**src/rtl/ring_eject_port_pkg.sv**
```systemverilog
// Network-wide shared definitions for the ring interconnect: id/data widths and the packet format.
package ring_eject_port_pkg;

  localparam int ID_SIZE    = 4;
  localparam int DATA_WIDTH = 8;
  localparam int NUMNODES   = 4;

  // Packed MSB to LSB: src, dest, data.
  typedef struct packed {
    logic [ID_SIZE-1:0]    src;
    logic [ID_SIZE-1:0]    dest;
    logic [DATA_WIDTH-1:0] data;
  } pkt_t;

endpackage

```
**src/rtl/ring_eject_port_if.sv**
```systemverilog
// Upstream link, downstream link and core handshakes of one ring node, plus status outputs.
interface ring_eject_port_if;
  import ring_eject_port_pkg::*;

  logic        ring_in_valid;
  pkt_t        ring_in_pkt;
  logic        ring_in_ready;
  logic        ring_out_valid;
  pkt_t        ring_out_pkt;
  logic        ring_out_ready;
  logic        core_valid;
  pkt_t        core_pkt;
  logic        core_ready;
  logic        recieved;
  logic        full;
  logic        drop;
  logic [15:0] bounce_count;

  // slave: the eject stage itself; master: the surrounding ring, core and status observer.
  modport slave (
    input  ring_in_valid, ring_in_pkt, ring_out_ready, core_ready,
    output ring_in_ready, ring_out_valid, ring_out_pkt, core_valid, core_pkt,
    output recieved, full, drop, bounce_count
  );

  modport master (
    output ring_in_valid, ring_in_pkt, ring_out_ready, core_ready,
    input  ring_in_ready, ring_out_valid, ring_out_pkt, core_valid, core_pkt,
    input  recieved, full, drop, bounce_count
  );

endinterface

```
**src/rtl/ring_eject_fifo.sv**
```systemverilog
// Circular pkt_t queue feeding the core. Pointers wrap modulo DEPTH; full/empty come from the count.
module ring_eject_fifo
  import ring_eject_port_pkg::*;
#(
  parameter int DEPTH = 4
) (
  input  logic clk,
  input  logic rst,
  input  logic push_i,
  input  pkt_t wr_pkt_i,
  input  logic pop_i,
  output pkt_t rd_pkt_o,
  output logic full_o,
  output logic empty_o
);

  localparam int AW = $clog2(DEPTH);

  logic [AW-1:0] rd_q, rd_d, wr_q, wr_d;
  logic [AW:0]   cnt_q, cnt_d;
  pkt_t          mem_q [DEPTH];
  logic          do_push, do_pop;

  assign full_o  = (cnt_q == (AW+1)'(DEPTH));
  assign empty_o = (cnt_q == '0);

  // Full is the pre-pop state, so a same-cycle pop never makes room for a push.
  assign do_push = push_i && !full_o;
  assign do_pop  = pop_i && !empty_o;

  always_comb begin
    rd_d  = rd_q;
    wr_d  = wr_q;
    cnt_d = cnt_q;
    if (do_push) wr_d = wr_q + AW'(1);
    if (do_pop)  rd_d = rd_q + AW'(1);
    cnt_d = cnt_q + (AW+1)'(do_push) - (AW+1)'(do_pop);
  end

  always_ff @(posedge clk or posedge rst) begin
    if (rst) begin
      rd_q  <= '0;
      wr_q  <= '0;
      cnt_q <= '0;
    end else begin
      rd_q  <= rd_d;
      wr_q  <= wr_d;
      cnt_q <= cnt_d;
    end
  end

  always_ff @(posedge clk) begin
    if (do_push) mem_q[wr_q] <= wr_pkt_i;
  end

  assign rd_pkt_o = mem_q[rd_q];

endmodule

```
**src/rtl/ring_eject_port.sv**
```systemverilog
// Ring node eject stage: classifies upstream packets into the core queue, the forward register or a drop.
module ring_eject_port
  import ring_eject_port_pkg::*;
#(
  parameter int NODE_ID   = 0,
  parameter int NUM_NODES = 4,
  parameter int DEPTH     = 4
) (
  input  logic              clk,
  input  logic              rst,
  ring_eject_port_if.slave  bus
);

  logic        fwd_vld_q, fwd_vld_d;
  pkt_t        fwd_pkt_q, fwd_pkt_d;
  logic        recv_q, recv_d;
  logic        drop_q, drop_d;
  logic [15:0] bnc_q, bnc_d;

  logic q_full, q_empty, push, pop, accept, dest_oor, dest_here;
  pkt_t q_head;

  // Every packet type waits on the forward register, so deflection never needs extra buffering.
  assign bus.ring_in_ready = !rst && (!fwd_vld_q || bus.ring_out_ready);
  assign accept            = bus.ring_in_valid && bus.ring_in_ready;
  assign dest_oor          = 32'(bus.ring_in_pkt.dest) >= 32'(NUM_NODES);
  assign dest_here         = 32'(bus.ring_in_pkt.dest) == 32'(NODE_ID);
  assign pop               = !q_empty && bus.core_ready;

  always_comb begin
    fwd_vld_d = fwd_vld_q && !bus.ring_out_ready;
    fwd_pkt_d = fwd_pkt_q;
    push      = 1'b0;
    recv_d    = 1'b0;
    drop_d    = 1'b0;
    bnc_d     = bnc_q;
    if (accept) begin
      if (dest_oor) begin
        drop_d = 1'b1;
      end else if (dest_here && !q_full) begin
        push   = 1'b1;
        recv_d = 1'b1;
      end else begin
        fwd_vld_d = 1'b1;
        fwd_pkt_d = bus.ring_in_pkt;
        if (dest_here && bnc_q != 16'hFFFF) bnc_d = bnc_q + 16'd1;
      end
    end
  end

  always_ff @(posedge clk or posedge rst) begin
    if (rst) begin
      fwd_vld_q <= 1'b0;
      fwd_pkt_q <= '0;
      recv_q    <= 1'b0;
      drop_q    <= 1'b0;
      bnc_q     <= '0;
    end else begin
      fwd_vld_q <= fwd_vld_d;
      fwd_pkt_q <= fwd_pkt_d;
      recv_q    <= recv_d;
      drop_q    <= drop_d;
      bnc_q     <= bnc_d;
    end
  end

  ring_eject_fifo #(.DEPTH(DEPTH)) u_fifo (
    .clk      (clk),
    .rst      (rst),
    .push_i   (push),
    .wr_pkt_i (bus.ring_in_pkt),
    .pop_i    (pop),
    .rd_pkt_o (q_head),
    .full_o   (q_full),
    .empty_o  (q_empty)
  );

  assign bus.ring_out_valid = fwd_vld_q;
  assign bus.ring_out_pkt   = fwd_pkt_q;
  assign bus.core_valid     = !q_empty;
  assign bus.core_pkt       = q_head;
  assign bus.recieved       = recv_q;
  assign bus.drop           = drop_q;
  assign bus.full           = q_full;
  assign bus.bounce_count   = bnc_q;

endmodule
```
**src/flat_wrapper.sv**
```systemverilog
// flat-port wrapper written by rule: the top's interface ports become plain ports
module ring_eject_port_flat import ring_eject_port_pkg::*;
#(
  parameter int NODE_ID   = 0,
  parameter int NUM_NODES = 4,
  parameter int DEPTH     = 4
)
  (clk, rst, bus_ring_in_valid, bus_ring_in_pkt, bus_ring_out_ready, bus_core_ready, bus_ring_in_ready, bus_ring_out_valid, bus_ring_out_pkt, bus_core_valid, bus_core_pkt, bus_recieved, bus_full, bus_drop, bus_bounce_count);
  ring_eject_port_if bus_i ();
  input  logic clk;
  input  logic rst;
  input wire logic [$bits(bus_i.ring_in_valid)-1:0] bus_ring_in_valid;
  input wire logic [$bits(bus_i.ring_in_pkt)-1:0] bus_ring_in_pkt;
  input wire logic [$bits(bus_i.ring_out_ready)-1:0] bus_ring_out_ready;
  input wire logic [$bits(bus_i.core_ready)-1:0] bus_core_ready;
  output wire logic [$bits(bus_i.ring_in_ready)-1:0] bus_ring_in_ready;
  output wire logic [$bits(bus_i.ring_out_valid)-1:0] bus_ring_out_valid;
  output wire logic [$bits(bus_i.ring_out_pkt)-1:0] bus_ring_out_pkt;
  output wire logic [$bits(bus_i.core_valid)-1:0] bus_core_valid;
  output wire logic [$bits(bus_i.core_pkt)-1:0] bus_core_pkt;
  output wire logic [$bits(bus_i.recieved)-1:0] bus_recieved;
  output wire logic [$bits(bus_i.full)-1:0] bus_full;
  output wire logic [$bits(bus_i.drop)-1:0] bus_drop;
  output wire logic [$bits(bus_i.bounce_count)-1:0] bus_bounce_count;
  assign bus_i.ring_in_valid = bus_ring_in_valid;
  assign bus_i.ring_in_pkt = bus_ring_in_pkt;
  assign bus_i.ring_out_ready = bus_ring_out_ready;
  assign bus_i.core_ready = bus_core_ready;
  assign bus_ring_in_ready = bus_i.ring_in_ready;
  assign bus_ring_out_valid = bus_i.ring_out_valid;
  assign bus_ring_out_pkt = bus_i.ring_out_pkt;
  assign bus_core_valid = bus_i.core_valid;
  assign bus_core_pkt = bus_i.core_pkt;
  assign bus_recieved = bus_i.recieved;
  assign bus_full = bus_i.full;
  assign bus_drop = bus_i.drop;
  assign bus_bounce_count = bus_i.bounce_count;
  ring_eject_port #(.NODE_ID(NODE_ID), .NUM_NODES(NUM_NODES), .DEPTH(DEPTH)) u_core (.clk(clk), .rst(rst), .bus(bus_i));
endmodule
```
**config.mk**
```make
export PLATFORM = sky130hd
export DESIGN_NAME = ring_eject_port_flat
export DESIGN_NICKNAME = d
export VERILOG_FILES = /design/src/rtl/ring_eject_port_pkg.sv /design/src/rtl/ring_eject_port_if.sv /design/src/rtl/ring_eject_fifo.sv /design/src/rtl/ring_eject_port.sv /design/src/flat_wrapper.sv
export SDC_FILE = /design/constraint.sdc
export NUM_CORES = 1
export LEC_CHECK = 0
export CORE_UTILIZATION = 48
export CTS_BUF_LIST = sky130_fd_sc_hd__clkbuf_2 sky130_fd_sc_hd__clkbuf_4 sky130_fd_sc_hd__clkbuf_8
export DETAILED_ROUTE_END_ITERATION = 8
export GPL_ROUTABILITY_DRIVEN = 0
export PLACE_DENSITY = 0.77
export SYNTH_ARGS = -nofsm -noshare
export SYNTH_HDL_FRONTEND = slang
export SYNTH_SLANG_ARGS = --single-unit
```
**constraint.sdc**
```tcl
create_clock -name clk -period 2.2 [get_ports clk]
set_input_delay 0.44 -clock clk [delete_from_list [all_inputs] [get_ports clk]]
set_output_delay 0.44 -clock clk [all_outputs]
set_load 0.01 [all_outputs]
```
==> impl.org <==
** Yosys
- Leading cell types by total area after synthesis :: sky130_fd_sc_hd__edfxtp_1 (45%), sky130_fd_sc_hd__dfrtp_1 (25%), sky130_fd_sc_hd__mux4_2 (8.4%)
- Most repeated cell in the gate-level netlist after synthesis :: sky130_fd_sc_hd__edfxtp_1
- Total of flip-flops plus latches after synthesis :: around 110
- The mapped netlist covers 0.00427 sq mm.
- The synthesized netlist contains 34 unique library cells.
- The average instance in the mapped netlist occupies ~18 sq um.
- Post-synth ARST share :: 39.6%
- Top cells by instance count after synthesis :: sky130_fd_sc_hd__edfxtp_1 (64), sky130_fd_sc_hd__dfrtp_1 (42), sky130_fd_sc_hd__mux4_2 (16)
- Counting flops with a built-in enable in the synthesized netlist gives 64.
- Of all cell types, the one taking the most synthesized area is sky130_fd_sc_hd__edfxtp_1.
- In this run the biggest area consumer among cell types represents 45.0% of the synthesized area.
- When the netlist entered floorplanning its net count stood at about 270.
- Most frequently used flop master after synthesis :: sky130_fd_sc_hd__edfxtp_1
- Synthesis Warnings :: 0
- The cell count after synthesis came out at 240.
- Sequential cells were found to cover a little over two thirds of the synthesized design area.

** Route
- Vias after detailed routing :: 2427
- Vias per cell :: 5.28
- WL per Instance :: between 15 and 20 microns
- In this run the remaining antenna-violating nets after routing total 0.
- Drt pass-1 iters :: 6
- DR iter-0 viols :: 48
- The routed design has about 8000 microns of wire.
- DR DRC count :: 0

** Worst setup path
- Crit Reg-Reg Endpoint :: u_core.u_fifo.cnt_q[2]$_DFF_PP0_
- Of all nets on the critical path, the largest fanout is 7.
- The most critical setup path has its endpoint at bus_core_pkt[2].
- The startpoint identified for the worst register-to-register timing path is u_core.u_fifo.cnt_q[2]$_DFF_PP0_.
- The number of cells on the worst reg-to-reg path is 10.
- The worst setup path is launched from a flop.
- The worst setup path is of the flop to primary output kind.
- Data required time of the worst path :: 1760 ps
- The critical path starts at u_core.u_fifo.rd_q[0]$_DFFE_PP0P_.
- Crit. End Element :: primary output
- CP arrival :: ~1700 ps
- Setup slack on the worst reg-to-reg path comes out at approximately 50 ps.

** Timing
- The worst path meets setup with around 21 ps of slack.
- Worst Tran Pin Value :: around 560 ps
- Headroom to the max-slew limit came out at between 60% and 70%.
- Based on the critical path, the design can be clocked at up to 0.459 GHz.
- Number of hold violations in the final report :: 0
- Setup repair after global routing could not meet its margin everywhere.
- Final period util :: between 90% and 100%
- The routed design could run at a clock period as short as approximately 2200 ps.
- The clock arrives with 10.0 ps of skew.
- The final number of max-transition violations came to 0.
- Setup violations remaining at the end of the flow were counted as 0.

** Layout
- Measured on the finished design, the core utilization comes to between 60% and 70%.
- The finished cells cover 0.00557 sq mm.
- Final nets :: between 300 and 400
- Proportion of layout cells with a drive suffix above 1 :: approximately a third
- Combined area of the multi-input logic cells :: roughly 0.0013 sq mm
- Sequential cell area :: between 0.002 and 0.003 sq mm
- 0 antenna diodes ended up in the layout.
- The area growth from synthesis to layout is 30.5%.
- Filler cell count in the final layout :: between 600 and 700

** Pwr
- Summed over all cells, the static leakage comes to 2.23 nW.
- Fraction of power consumed by combinational cells :: about 33%
- Largest vdd supply drop :: 418 uV
- The internal power of the cells totals ~0.0037 W.
- Power density cells :: between 900 and 1000 mW/mm^2
- Net switching power figure :: between 0.001 and 0.0015 W
- Per report_power, the sequential group accounts for 46.2% of the total.
- Of the total power, the clock network draws ~21%.
- In this run switching power makes up ~27% of total power.

** CTS
- Max Root-Sink Buffers :: 2
- Number of buffers created by CTS :: 9
- The root buffer cell chosen for the clock tree is sky130_fd_sc_hd__clkbuf_8.
- Clock-pin slew of the registers on the worst-case setup and hold paths :: 100 ps
- Quantity of hold-fixing buffers added after cts :: 0
- Clock insertion delay at the later pin of the skew report :: roughly 350 ps
- TritonCTS built the clock tree.
- The H-tree was split into 3 levels.
- Clock net sink count :: approximately 110

** Floorplanning
- Die width :: ~96 microns
- Row generation in the floorplan step produced 34 rows.
- Measured along the y axis, the die boundary spans between 90 and 100 microns.
- The floorplan step defined a die boundary enclosing ~0.0093 sq mm.
- Initial standard-cell utilization of the core :: between 40% and 50%
- 75 I/O pins were placed.
- Core area :: approximately 0.0087 sq mm

** GRT
- Entering global routing, the biggest net connects between 40 and 50 pins.
- Number of antenna violations at the first check in global routing :: 0
- Aggregate global routing overflow :: 0
- The first global-routing pass estimated between 10000 and 15000 microns of wire.
- In the global route stage, overall resource usage came out at a little under a fifth.
- Via count of the first global-routing pass :: between 2000 and 2500

** Placement
- Cell area reported after detailed placement :: ~0.0054 sq mm
- Sum of net half-perimeters after detailed placement :: between 5000 and 6000 microns
- Buffers placed on the I/O ports in this run total 74.
- OpenSTA, run right after detailed placement, puts the worst setup slack at -602 ps.

** Job
- The tool flagged a number of max-cap violations equal to 0.

** Run status
- The run finished with clean final reports.

** Worst hold path
- The min-delay analysis places its worst path in the category primary input to async pin.
-- worst max-delay path, cell delays in order (launching register included) --
cell	delay (ps)
sky130_fd_sc_hd__dfrtp_1	370
sky130_fd_sc_hd__bufbuf_16	280
sky130_fd_sc_hd__mux4_2	500
sky130_fd_sc_hd__clkdlybuf4s15_2	240
-- power groups by stage --
stage / Sequential [W] / Combinational [W] / Clock, W
detailed placement: 0.00241 / 0.00171 / 0
global placement: 0.00241 / 0.00166 / 0
CTS: 0.00237 / 0.00176 / 0.00109
floorplan: 0.00245 / 0.000828 / 0
finish: 0.00237 / 0.00170 / 0.00106
global route: 0.00239 / 0.00186 / 0.00117
-- logic make-up (layout without fill, tap and decap cells) --
logic type	after synthesis	in the layout	synth area share, %
flip-flops	106	106	69.7
AND/OR/NAND/NOR	56	56	8.12
multiplexers	32	32	13.3
XOR/XNOR	20	20	4.10
buffers and inverters	17	129	2.14
adder cells (fa/ha/maj)	8	8	2.52
AO/OA/AOI/OAI	1	1	0.176
-- cell usage in the layout (no fill, tap or decap), drive strengths merged, types with 2 or more instances in the layout --
master,instances
edfxtp,64
clkdlybuf4s50,49
dfrtp,42
buf,38
mux4,16
mux2,16
xor2,15
clkbuf,15
inv,12
nor4,10
and2,8
nand3,7
ha,7
dlygate4sd2,6
nand2,6
clkdlybuf4s15,6
nor3,5
xnor2,5
nand4,4
nor2,4
nor3b,3
or4,2
-- sequential cells by signal, summed over array words and instances, names as in the netlist --
register / cells
u_core.u_fifo.mem_q: 64
u_core.bus.bounce_count: 16
u_core.bus.ring_out_pkt: 16
u_core.u_fifo.cnt_q: 3
u_core.u_fifo.rd_q: 2
u_core.u_fifo.wr_q: 2
u_core.bus.drop: 1
u_core.bus.recieved: 1
u_core.bus.ring_out_valid: 1
-- final cells by class --
| class | count | area share, % |
|---|---|---|
| flip-flops and latches | 106 | 53.4 |
| multi-input cells | 117 | 22.6 |
| repair buffers | 104 | 17.9 |
| clock buffers | 11 | 2.49 |
| well taps | 108 | 2.43 |
| clock inverters | 5 | 0.651 |
| inverters | 9 | 0.606 |
-- per-layer routing --
metal | global-route usage [%] | up-vias | wire length, microns
li1 | - | 1119 | -
met3 | 3.55 | 9 | 364
met2 | 32.5 | 67 | 4090
met1 | 23.7 | 1232 | 3430
met5 | 0 | - | 0
met4 | 6.37 | 0 | 85
-- repair_timing --
action                     CTS  global route
pin swaps                    9             6
resized for setup           67            13
setup buffers                3             0
cloned                       1             0
setup endpoints to repair   27            14
-- stage by stage --
stage,hold slack (ps),power [W],TNS (ps),std cells
4_1_cts,393,0.00522,-27.8,460
5_1_grt,444,0.00541,-218,460
3_3_place_gp,482,0.00407,-13530,440
3_5_place_dp,492,0.00412,-18070,440
6_report,382,0.00512,0,460
2_1_floorplan,470,0.00328,-85.6,240
-- worst min path at each step --
stage	start	to	slack [ps]	depth (start not counted)
2_1_floorplan	u_core.u_fifo.cnt_q[2]$_DFF_PP0_	u_core.u_fifo.cnt_q[2]$_DFF_PP0_	470	1
3_3_place_gp	u_core.bus.ring_out_pkt[10]$_DFFE_PP0P_	u_core.bus.ring_out_pkt[10]$_DFFE_PP0P_	480	1
3_5_place_dp	u_core.bus.ring_out_pkt[10]$_DFFE_PP0P_	u_core.bus.ring_out_pkt[10]$_DFFE_PP0P_	490	1
4_1_cts	rst	u_core.bus.bounce_count[1]$_DFFE_PP0P_	390	3
5_1_grt	rst	u_core.bus.bounce_count[1]$_DFFE_PP0P_	440	3
6_report	rst	u_core.bus.bounce_count[1]$_DFFE_PP0P_	380	3
Note: power is estimated with default switching activity, not from simulation.
